$ cat src/rtl/instr_fetch_unit.sv
// Instruction fetch: issues imem reads at the current PC, buffers in-order responses,
// hands them to decode, and drives the next PC, including branch redirects.
module instr_fetch_unit #(
   parameter int ADDR_W     = 32,
   parameter int DATA_W     = 32,
   parameter int FIFO_DEPTH = 2
) (
   input  logic              clk,
   input  logic              rst,
   input  logic [ADDR_W-1:0] pc_in,
   output logic [ADDR_W-1:0] pc_next,
   input  logic              redirect_valid,
   input  logic [ADDR_W-1:0] redirect_addr,
   output logic              imem_req_valid,
   output logic [ADDR_W-1:0] imem_req_addr,
   input  logic              imem_req_ready,
   input  logic              imem_rsp_valid,
   input  logic [DATA_W-1:0] imem_rsp_data,
   output logic              inst_valid,
   output logic [DATA_W-1:0] inst_data,
   output logic [ADDR_W-1:0] inst_pc,
   input  logic              inst_ready
);
   localparam int PTR_W = $clog2(FIFO_DEPTH);
   localparam int CNT_W = $clog2(FIFO_DEPTH + 1);

   logic [ADDR_W-1:0] fifo_pc_q   [FIFO_DEPTH];
   logic [ADDR_W-1:0] fifo_pc_d   [FIFO_DEPTH];
   logic [DATA_W-1:0] fifo_data_q [FIFO_DEPTH];
   logic [DATA_W-1:0] fifo_data_d [FIFO_DEPTH];
   logic [ADDR_W-1:0] pend_pc_q   [FIFO_DEPTH];
   logic [ADDR_W-1:0] pend_pc_d   [FIFO_DEPTH];

   logic [PTR_W-1:0] fifo_wp_q, fifo_wp_d, fifo_rp_q, fifo_rp_d;
   logic [PTR_W-1:0] pend_wp_q, pend_wp_d, pend_rp_q, pend_rp_d;
   logic [CNT_W-1:0] fifo_cnt_q, fifo_cnt_d;
   logic [CNT_W-1:0] outst_q, outst_d;
   logic [CNT_W-1:0] drop_q, drop_d;

   logic [CNT_W-1:0] live;
   logic [CNT_W:0]   fill;
   logic             req_fire, inst_fire, rsp_live;

   // Buffer fill counts every live in-flight response, so an accepted request always has a slot.
   always_comb begin
      live           = outst_q - drop_q;
      fill           = {1'b0, live} + {1'b0, fifo_cnt_q};
      imem_req_addr  = {pc_in[ADDR_W-1:2], 2'b00};
      imem_req_valid = !rst && !redirect_valid && (outst_q < CNT_W'(FIFO_DEPTH))
                       && (fill < (CNT_W+1)'(FIFO_DEPTH));
      req_fire       = imem_req_valid && imem_req_ready;
      inst_valid     = (fifo_cnt_q != '0) && !redirect_valid && !rst;
      inst_fire      = inst_valid && inst_ready;
      inst_data      = fifo_data_q[fifo_rp_q];
      inst_pc        = fifo_pc_q[fifo_rp_q];
      rsp_live       = imem_rsp_valid && (drop_q == '0);
      if (rst)
         pc_next = pc_in;
      else if (redirect_valid)
         pc_next = redirect_addr;
      else if (req_fire)
         pc_next = pc_in + ADDR_W'(4);
      else
         pc_next = pc_in;
   end

   always_comb begin
      fifo_pc_d   = fifo_pc_q;
      fifo_data_d = fifo_data_q;
      pend_pc_d   = pend_pc_q;
      fifo_wp_d   = fifo_wp_q;
      fifo_rp_d   = fifo_rp_q;
      pend_wp_d   = pend_wp_q;
      pend_rp_d   = pend_rp_q;
      fifo_cnt_d  = fifo_cnt_q;
      outst_d     = outst_q;
      drop_d      = drop_q;
      if (redirect_valid) begin
         fifo_wp_d  = '0;
         fifo_rp_d  = '0;
         pend_wp_d  = '0;
         pend_rp_d  = '0;
         fifo_cnt_d = '0;
         outst_d    = outst_q - CNT_W'(imem_rsp_valid);
         drop_d     = outst_q - CNT_W'(imem_rsp_valid);
      end else begin
         if (req_fire) begin
            pend_pc_d[pend_wp_q] = imem_req_addr;
            pend_wp_d            = pend_wp_q + PTR_W'(1);
         end
         if (rsp_live) begin
            fifo_pc_d[fifo_wp_q]   = pend_pc_q[pend_rp_q];
            fifo_data_d[fifo_wp_q] = imem_rsp_data;
            fifo_wp_d              = fifo_wp_q + PTR_W'(1);
            pend_rp_d              = pend_rp_q + PTR_W'(1);
         end
         // Dropped responses belong to entries already flushed, so they never touch the pending queue.
         if (imem_rsp_valid && !rsp_live)
            drop_d = drop_q - CNT_W'(1);
         if (inst_fire)
            fifo_rp_d = fifo_rp_q + PTR_W'(1);
         fifo_cnt_d = fifo_cnt_q + CNT_W'(rsp_live) - CNT_W'(inst_fire);
         outst_d    = outst_q + CNT_W'(req_fire) - CNT_W'(imem_rsp_valid);
      end
   end

   always_ff @(posedge clk) begin
      fifo_pc_q   <= fifo_pc_d;
      fifo_data_q <= fifo_data_d;
      pend_pc_q   <= pend_pc_d;
   end

   always_ff @(posedge clk) begin
      if (rst) begin
         fifo_wp_q  <= '0;
         fifo_rp_q  <= '0;
         pend_wp_q  <= '0;
         pend_rp_q  <= '0;
         fifo_cnt_q <= '0;
         outst_q    <= '0;
         drop_q     <= '0;
      end else begin
         fifo_wp_q  <= fifo_wp_d;
         fifo_rp_q  <= fifo_rp_d;
         pend_wp_q  <= pend_wp_d;
         pend_rp_q  <= pend_rp_d;
         fifo_cnt_q <= fifo_cnt_d;
         outst_q    <= outst_d;
         drop_q     <= drop_d;
      end
   end
endmodule

$ cat config.mk
export PLATFORM = sky130hd
export DESIGN_NAME = instr_fetch_unit
export DESIGN_NICKNAME = d
export VERILOG_FILES = /design/src/rtl/instr_fetch_unit.sv
export SDC_FILE = /design/constraint.sdc
export NUM_CORES = 1
export LEC_CHECK = 0
export ABC_CLOCK_PERIOD_IN_PS = 7000
export CAP_MARGIN = 10
export CORE_MARGIN = 5
export CORE_UTILIZATION = 30
export DETAILED_ROUTE_END_ITERATION = 12
export PLACE_DENSITY = 0.5
export SKIP_LAST_GASP = 1
export SLEW_MARGIN = 10
export SYNTH_ARGS = -nofsm -noshare
export SYNTH_HDL_FRONTEND = slang
export SYNTH_SLANG_ARGS = --single-unit
$ cat constraint.sdc
create_clock -name clk -period 7 [get_ports clk]
set_input_delay 0.7 -clock clk [delete_from_list [all_inputs] [get_ports clk]]
set_output_delay 0.7 -clock clk [all_outputs]
set_load 0.02 [all_outputs]
---- Word-level counts from Yosys, hierarchy flattened ----
Index checks and enable logic that the tools add are counted.
cells by class
  bitwise gates (word level) .............. 5
  add/subtract/negate cells ............... 13
  reduce and logical (&&, ||, !) cells .... 20
  $lt $le $gt $ge ......................... 8
  multiplexer cells ....................... 22
operator list
  cell                                                                  number
  32-bit 2-to-1 mux                                                     14
  64-bit bitwise mux                                                    3
  32-bit demux with 1-bit select                                        2
  32-bit by 3-bit adder with 32-bit output, second input constant       1
  1-bit logical AND                                                     11
  2-bit greater-or-equal comparator, second input constant              4
  1-bit NOT with 2-bit output                                           4
  2-bit 2-to-1 mux                                                      3
  2-bit by 1-bit subtractor with 2-bit output                           3
  1-bit adder, second input constant                                    4
  2-bit by 1-bit adder with 2-bit output                                2
  2-bit by 1-bit < comparator with 1-bit output, second input constant  2
  2-bit AND reduction                                                   2
  2-bit nonzero test                                                    2
  2-bit by 2-bit adder with 3-bit output                                1
  1-bit zero test                                                       3
  3-bit by 2-bit < comparator with 1-bit output, second input constant  1
  2-bit zero test                                                       1
  2-bit < comparator, second input constant                             1
  2-bit OR reduction                                                    1
  2-bit by 1-bit subtractor with 2-bit output, second input constant    1
  2-bit subtractor                                                      1
  1-bit NOT                                                             1
word-level totals
  input bits .............................. 102
  register bits ........................... 202
  output and inout port bits .............. 130
  logic and storage cells ................. 81

---- Longest topological paths before layout ----
Gate-level depths: netlist of run 1.
  depth after elaboration ................. 8
  gate-level depth with buffers ........... 16
  mapped depth without buffers ............ 15

---- Worst setup path before layout of run 1 ----
Ideal clock, no wire load.
  path kind ............................... input to register
  start ................................... input port redirect_valid
  end ..................................... register fifo_data_q[0] in the netlist's numbering (enable)
  stages on the path ...................... 3
  arrival time ............................ 5.604 ns
  path buffers ............................ 2
  setup slack ............................. 0.825 ns
  path through ............................ buf_6 > clkbuf_1 > nor3b_1
on the way
  word-level cells in the longest chain between the ends .. 2
ends and longest elaborated chain
  item                                  line  source
  start: declaration                    12    input logic redirect_valid,
  1-bit NOT (no source line)            n/a
  2-bit AND reduction (no source line)  n/a
  end signal: assignment                109   fifo_data_q <= fifo_data_d;
  end: declaration                      29    logic [DATA_W-1:0] fifo_data_q [FIFO_DEPTH];
Every way passes these cells.
A chain may end at the register's enable or synchronous reset.

---- Worst setup path in the final report of run 1 ----
  start ................................... input port rst
  end ..................................... output port pc_next[24]
on the way
  word-level cells in the longest chain between the ends .. 8
ends and longest elaborated chain
  item                            line  source
  start: declaration              9     input logic rst,
  1-bit zero test                 49    imem_req_valid = !rst && !redirect_valid && (outst_q < CNT_W'(FIFO_DEPTH))
  1-bit logical AND (2 in a row)  49
  1-bit logical AND               50    && (fill < (CNT_W+1)'(FIFO_DEPTH));
  1-bit logical AND               51    req_fire = imem_req_valid && imem_req_ready;
  32-bit 2-to-1 mux               61    else if (req_fire)
  32-bit 2-to-1 mux               59    else if (redirect_valid)
  32-bit 2-to-1 mux *             57    if (rst)
  end: declaration                11    output logic [ADDR_W-1:0] pc_next,
Every way passes the cells marked *; elsewhere a longest branch is shown, timed or not.

==> results of run 1 <==
[state kept, by name, indices dropped and copies added, names as in the netlist]
signal / flops
drop_q: 2
fifo_data_q: 64
pend_pc_q: 60
outst_q: 2
fifo_cnt_q: 2
fifo_wp_q: 1
fifo_pc_q: 60
fifo_rp_q: 1
pend_rp_q: 1
pend_wp_q: 1
[cells by family (layout without fill, tap and decap cells)]
kind of cell	count (synthesis)	count (layout)	synth area share [%]
mux	93	93	12.0
other cells	1	4	0.0432
flops	194	194	65.9
fa+ha+maj	9	9	1.38
simple gates	126	126	7.96
compound gates	80	80	6.48
buf+inv	73	275	4.79
xor+xnor	14	14	1.41
[worst max path at each step]
stage | start | end | slack, ns | cells past startpoint
after floorplan | redirect_valid | fifo_data_q[0] | 0.82 | 3
final | rst | pc_next[24] | 2.30 | 8
after detailed placement | redirect_valid | pc_next[12] | 2.27 | 5
after global placement | rst | pc_next[24] | 2.39 | 8
after global routing | redirect_valid | pc_next[16] | 2.08 | 6
after CTS | redirect_valid | pc_next[12] | 2.27 | 5
[layout make-up]
class                           instances  share of cell area, %
Sequential cell                       194                   48.9
Timing Repair Buffer                  231                   19.6
Clock inverter                         13                   1.28
Clock buffer                           19                   3.69
Inverter                               12                  0.384
Multi-Input combinational cell        326                   22.0
Tap cell                              384                   4.10
[through the flow]
| stage | setup WS, ns | utilization [%] |
|---|---|---|
| after floorplan | 0.825 | - |
| after global placement | 2.39 | 38.9 |
| after detailed placement | 2.27 | 38.9 |
| after CTS | 2.27 | 40.9 |
| after global routing | 2.08 | 40.9 |
| final | 2.30 | 40.9 |
[cell usage in the layout, fill, tap and decap left out, types with 5 or more instances in the layout]
| master | count |
|---|---|
| mux2_2 | 92 |
| a21oi_1 | 19 |
| o22ai_1 | 7 |
| clkdlybuf4s50_1 | 227 |
| o21ai_0 | 9 |
| a2bb2oi_1 | 5 |
| nand4_1 | 7 |
| nand3_1 | 16 |
| nand2_1 | 24 |
| nor2_1 | 33 |
| clkbuf_16 | 17 |
| dfxtp_1 | 8 |
| xnor2_1 | 12 |
| inv_1 | 11 |
| a211oi_1 | 6 |
| and3_1 | 8 |
| and4_1 | 5 |
| ha_1 | 8 |
| edfxtp_1 | 184 |
| o22a_1 | 7 |
[routing by layer]
metal / routed length (um) / part of all wire (%)
met2: 11900 / 51
met3: 1310 / 5.6
met4: 418 / 1.8
met5: 20 / 0.086
met1: 9760 / 42
[worst max-delay path: cells and delay by family]
kind | cells | cell delay (ns)
simple gates | 1 | 0.62
buf+inv | 4 | 2.09
compound gates | 3 | 0.56
[power by group]
group          internal, W  total (W)  switching [W]
Clock             0.000534   0.000976       0.000442
Combinational     0.000193   0.000404       0.000211
Sequential         0.00132    0.00133      0.0000169
==> results.ini, run 1 <==
[outcome]
status = finished clean

[timing]
period_minus_slack_ns = 4.70
holdWs_ns = 0.561
setup_viol = 0
finalSetupTns_ns = 0
period_share_pct = 67.1
slew_viol_final = 0
fmax_mhz = 213
finalHoldViolCount = 0
relSlewSlack_pct = 27.6
finalClockSkew_ns = 0.0138
tightest_slew_ns = 1.08
rsz0062_at_grt = no

[global_route]
grtUsageMet2_pct = 24.4
grt_first_pass_wirelength_um = 35700
grt_max_degree = 64
met1_usage_pct = 17.3
antenna_found_initial = 1
first_global_vias = 6030
grt_usage_pct = 14.1
grt.busiest_layer = met2
use_met3_pct = 3.94
overflow = 0

[layout]
layout.cells.non_filler = 1179
regArea_um2 = 5730
nNetsFinal = 893
fillers = 2640
final_cell_area_um2 = 11700
area_delta_synth_final_pct = 34.9
drive_gt1_share_pct = 17.5
n_antenna_cell = 0
multi_input_area_um2 = 2580

[placed_design]
port_buffers = 227
dpl_cell_area_um2 = 11100
dp_cells = 1147
gp_congestion = 0.800
place_hpwl_um = 16000

[pwr]
cellPowerDensity_nw_per_um2 = 232
p_leak_nw = 3.83
vdd_drop_max_uv = 157
finalPower_w = 0.00271

[hold_path]
min_path_type = reg2reg
hold_depth = 2
min_from = fifo_wp_q
hold_end = fifo_wp_q

[yosys]
yosysWarnings = 0
synth_area_um2 = 8690
async_flop_share_pct = 0
yosysMostFrequentCell = edfxtp_1
syn_inst = 590
yosys.cell_types.count = 61
synth.avg_cell_area_um2 = 14.7
yosys.area.top_type_share_pct = 63.6
synth_seq_area_share_pct = 65.9
synth_edf_count = 184
synth_ff_type = edfxtp_1
yosys.area.top_type = edfxtp_1
synth_seq_cells = 194
synthTopCellsByArea = edfxtp_1, mux2_2, buf_4
synth_common_cells = edfxtp_1, mux2_2, buf_4, nor2_1, nand2_1

[drt]
vias = 5639
drtIter0Drc = 226
finalWirelength_um = 23400
wl_per_cell_um = 19.8
vias_per_cell = 4.78
drc_errors = 0
antenna_left = 0
dr.pass1.iters = 5

[setup_path]
critPathSlowestCell = clkdlybuf4s50_1
cp_common_cell = clkdlybuf4s50_1
end_kind = primary output
path_class = in2out
r2r-end = pend_pc_q[52]
r2r_start = outst_q[0]
arrival_ns = 4.00
ff2ff_setup_slack_ns = 3.68
cp.required_ns = 6.30
critPathMaxStageDelay_ns = 0.65
r2r_cells = 9
path_max_fanout = 30
worstPathCellList = clkdlybuf4s50_1 > buf_4 > inv_1 > nand2_1 > o22ai_1 > a31oi_1 > a21boi_0 > clkdlybuf4s50_1
cp-start-kind = input pin

[clock_network]
cts_tree = yes
cts.root.buffer_cell = clkbuf_16
cts_made_buffers = 17
clock_latency_ns = 0.43
cts_sinks = 194
ctsHoldBuffers = 0
cts_resized = 0
cts_setup_buffers = 0
ctsLongestPathBuffers = 2
cts.clk_slew.worst_paths_ns = 0.07
htreeDepth = 4

[die]
row_count = 62
core_um2 = 28600
die-height_um = 180
fp.dieW_um = 180
die_area_um2 = 32500
initial_utilization_pct = 30.4
io_pins = 232

[flow_run]
cap_viol_max_count = 0

No activity file was read; power rests on OpenSTA's default activity.
==> run 2, diff against run 1 <==
Settings changed: ABC_CLOCK_PERIOD_IN_PS 7000 to 4600.
Clock period 7 ns to 4.6 ns, I/O delays scaled along.
==> run 2 against run 1 <==
  * Sequential power rose by 53%
  * Die area unchanged
  * Global-route usage rose by 0.21 points
  * Critical endpoint is now pc_next[31]
  * Largest power group unchanged
==> results.ini, run 2 (same netlist as run 1, synthesis figures left out) <==
[outcome]
status = finished clean

[die]
initial_utilization_pct = 30.4
fp.dieW_um = 180
die-height_um = 180
row_count = 62
io_pins = 232
die_area_um2 = 32500
core_um2 = 28600

[layout]
reg_top3 = fifo_data_q (64), fifo_pc_q (60), pend_pc_q (60)
layout_common_cells = clkdlybuf4s50_1, edfxtp_1, mux2_2, nor2_1, nand2_1
final_common_cell = clkdlybuf4s50_1
nNetsFinal = 903
drive_gt1_share_pct = 18.8
post-route-util_pct = 41.3
largest-register = fifo_data_q
area_delta_synth_final_pct = 36.2
largest_reg_flops = 64

[global_route]
overflow = 0
antenna_found_initial = 1
grt_max_degree = 64
first_global_vias = 6121
grt_usage_pct = 14.3
grt_first_pass_wirelength_um = 36400

[setup_path]
crit_end = pc_next[31]
critPathMaxStageDelay_ns = 0.64
cp.required_ns = 4.14
ff2ff_setup_slack_ns = 1.11
r2r-end = pend_pc_q[63]
arrival_ns = 3.95
r2r_cells = 10
critPathSlowestCell = or4_4
r2r_start = outst_q[0]
path_delay_family = simple AND/OR/NAND/NOR gates
path_class = reg2out
end_kind = primary output
startpoint = outst_q[0]
cp_common_cell = xnor2_1
path_max_fanout = 5
cp-start-kind = flip-flop
worstPathCellList = inv_1 > ha_1 > xnor2_1 > xnor2_1 > fa_1 > nand3b_1 > or4_4 > nor4_4 > mux2i_1 > nand2_1 > clkdlybuf4s50_1
path_buf_inv = 2
worst-path-stages = 11

[timing]
setup_viol = 0
relSlewSlack_pct = 37.2
period_share_pct = 95.8
rsz0062_at_grt = no
period_minus_slack_ns = 4.41
slew_viol_final = 0
fmax_mhz = 227
tightest_slew_ns = 0.941
finalSetupTns_ns = 0
finalClockSkew_ns = 0.0167
finalHoldViolCount = 0

[drt]
drtIter0Drc = 333
vias = 5693
drc_errors = 0
wl_per_cell_um = 19.8
antenna_left = 0
finalWirelength_um = 23600
vias_per_cell = 4.78
dr.pass1.iters = 4

[clock_network]
cts.root.buffer_cell = clkbuf_16
ctsLongestPathBuffers = 2
cts_made_buffers = 17
htreeDepth = 4
cts_tree = yes
clock_latency_ns = 0.43
cts.clk_slew.worst_paths_ns = 0.07
cts_sinks = 194

[placed_design]
gp_congestion = 0.840
port_buffers = 227
place_hpwl_um = 16800

[flow_run]
cap_viol_max_count = 0

[pwr]
p_leak_nw = 3.91
vdd_drop_max_uv = 250
cellPowerDensity_nw_per_um2 = 346

[hold_path]
min_path_type = reg2reg

==> run 2: cell count changes in the layout (fill, tap and decap cells not counted), moves of 2 or more <==
cell        before  now
buf_4            4   12
inv_8            1    4
clkinvlp_4       4    1
clkinv_8         0    2
bufinv_16        2    0
buf_12           0    2
==> run 2: per-stage QoR <==
stage	std cells	hold slack [ns]	total power, W	cell area (um2)	setup slack, ns
5_1_grt	1189	0.581	0.00428	11800	0.00235
6_report	1190	0.564	0.00410	11800	0.191
3_5_place_dp	1157	0.550	0.00270	11200	0.633
3_3_place_gp	1157	0.542	0.00269	11200	0.712
2_1_floorplan	593	0.498	0.00239	8710	0.857
4_1_cts	1189	0.566	0.00417	11800	0.130
==> run 2: area by class of cell <==
cell class / instances / area [um2]
clock buffer: 18 / 429
clock inverter: 14 / 143
fill: 2644 / 16800
antenna: 1 / 2.50
tap: 384 / 480
inverter: 12 / 45.0
sequential: 194 / 5730
timing repair buffer: 241 / 2400
multi-input combinational: 326 / 2600
==> run 2: timing repair <==
item | 4_1_cts | 5_1_grt
gates resized for setup | 0 | 2
hold buffers | 0 | 0
buffers inserted | 0 | 0
hold endpoints to repair | 0 | 0
endpoints found under the setup margin | 0 | 4
==> run 2: how the worst min path moves through the flow <==
stage / startpoint / endpoint / slack, ns / cells after the start
final: pend_pc_q[12] / fifo_pc_q[12] / 0.56 / 1
after global routing: pend_pc_q[12] / fifo_pc_q[12] / 0.58 / 1
after CTS: pend_pc_q[12] / fifo_pc_q[12] / 0.57 / 1
after detailed placement: pend_pc_q[19] / fifo_pc_q[51] / 0.55 / 1
after global placement: pend_pc_q[2] / fifo_pc_q[2] / 0.54 / 1
after floorplan: pend_wp_q / pend_wp_q / 0.50 / 2
==> run 2: per-layer routing <==
metal | routed length, um | track usage, % | vias up | share of wire [%]
li1 | - | - | 2633 | -
met1 | 9580 | 17.6 | 2789 | 41
met2 | 12200 | 25.1 | 244 | 52
met3 | 1500 | 3.90 | 27 | 6.3
met4 | 359 | 3.87 | 0 | 1.5
met5 | 0 | 0 | - | 0
==> run 2: report_power, final <==
part           switching, W  total (W)  internal (W)
Sequential        0.0000261    0.00203       0.00200
Combinational      0.000326   0.000628      0.000302
Clock              0.000714    0.00144      0.000726
Total               0.00107    0.00410       0.00303
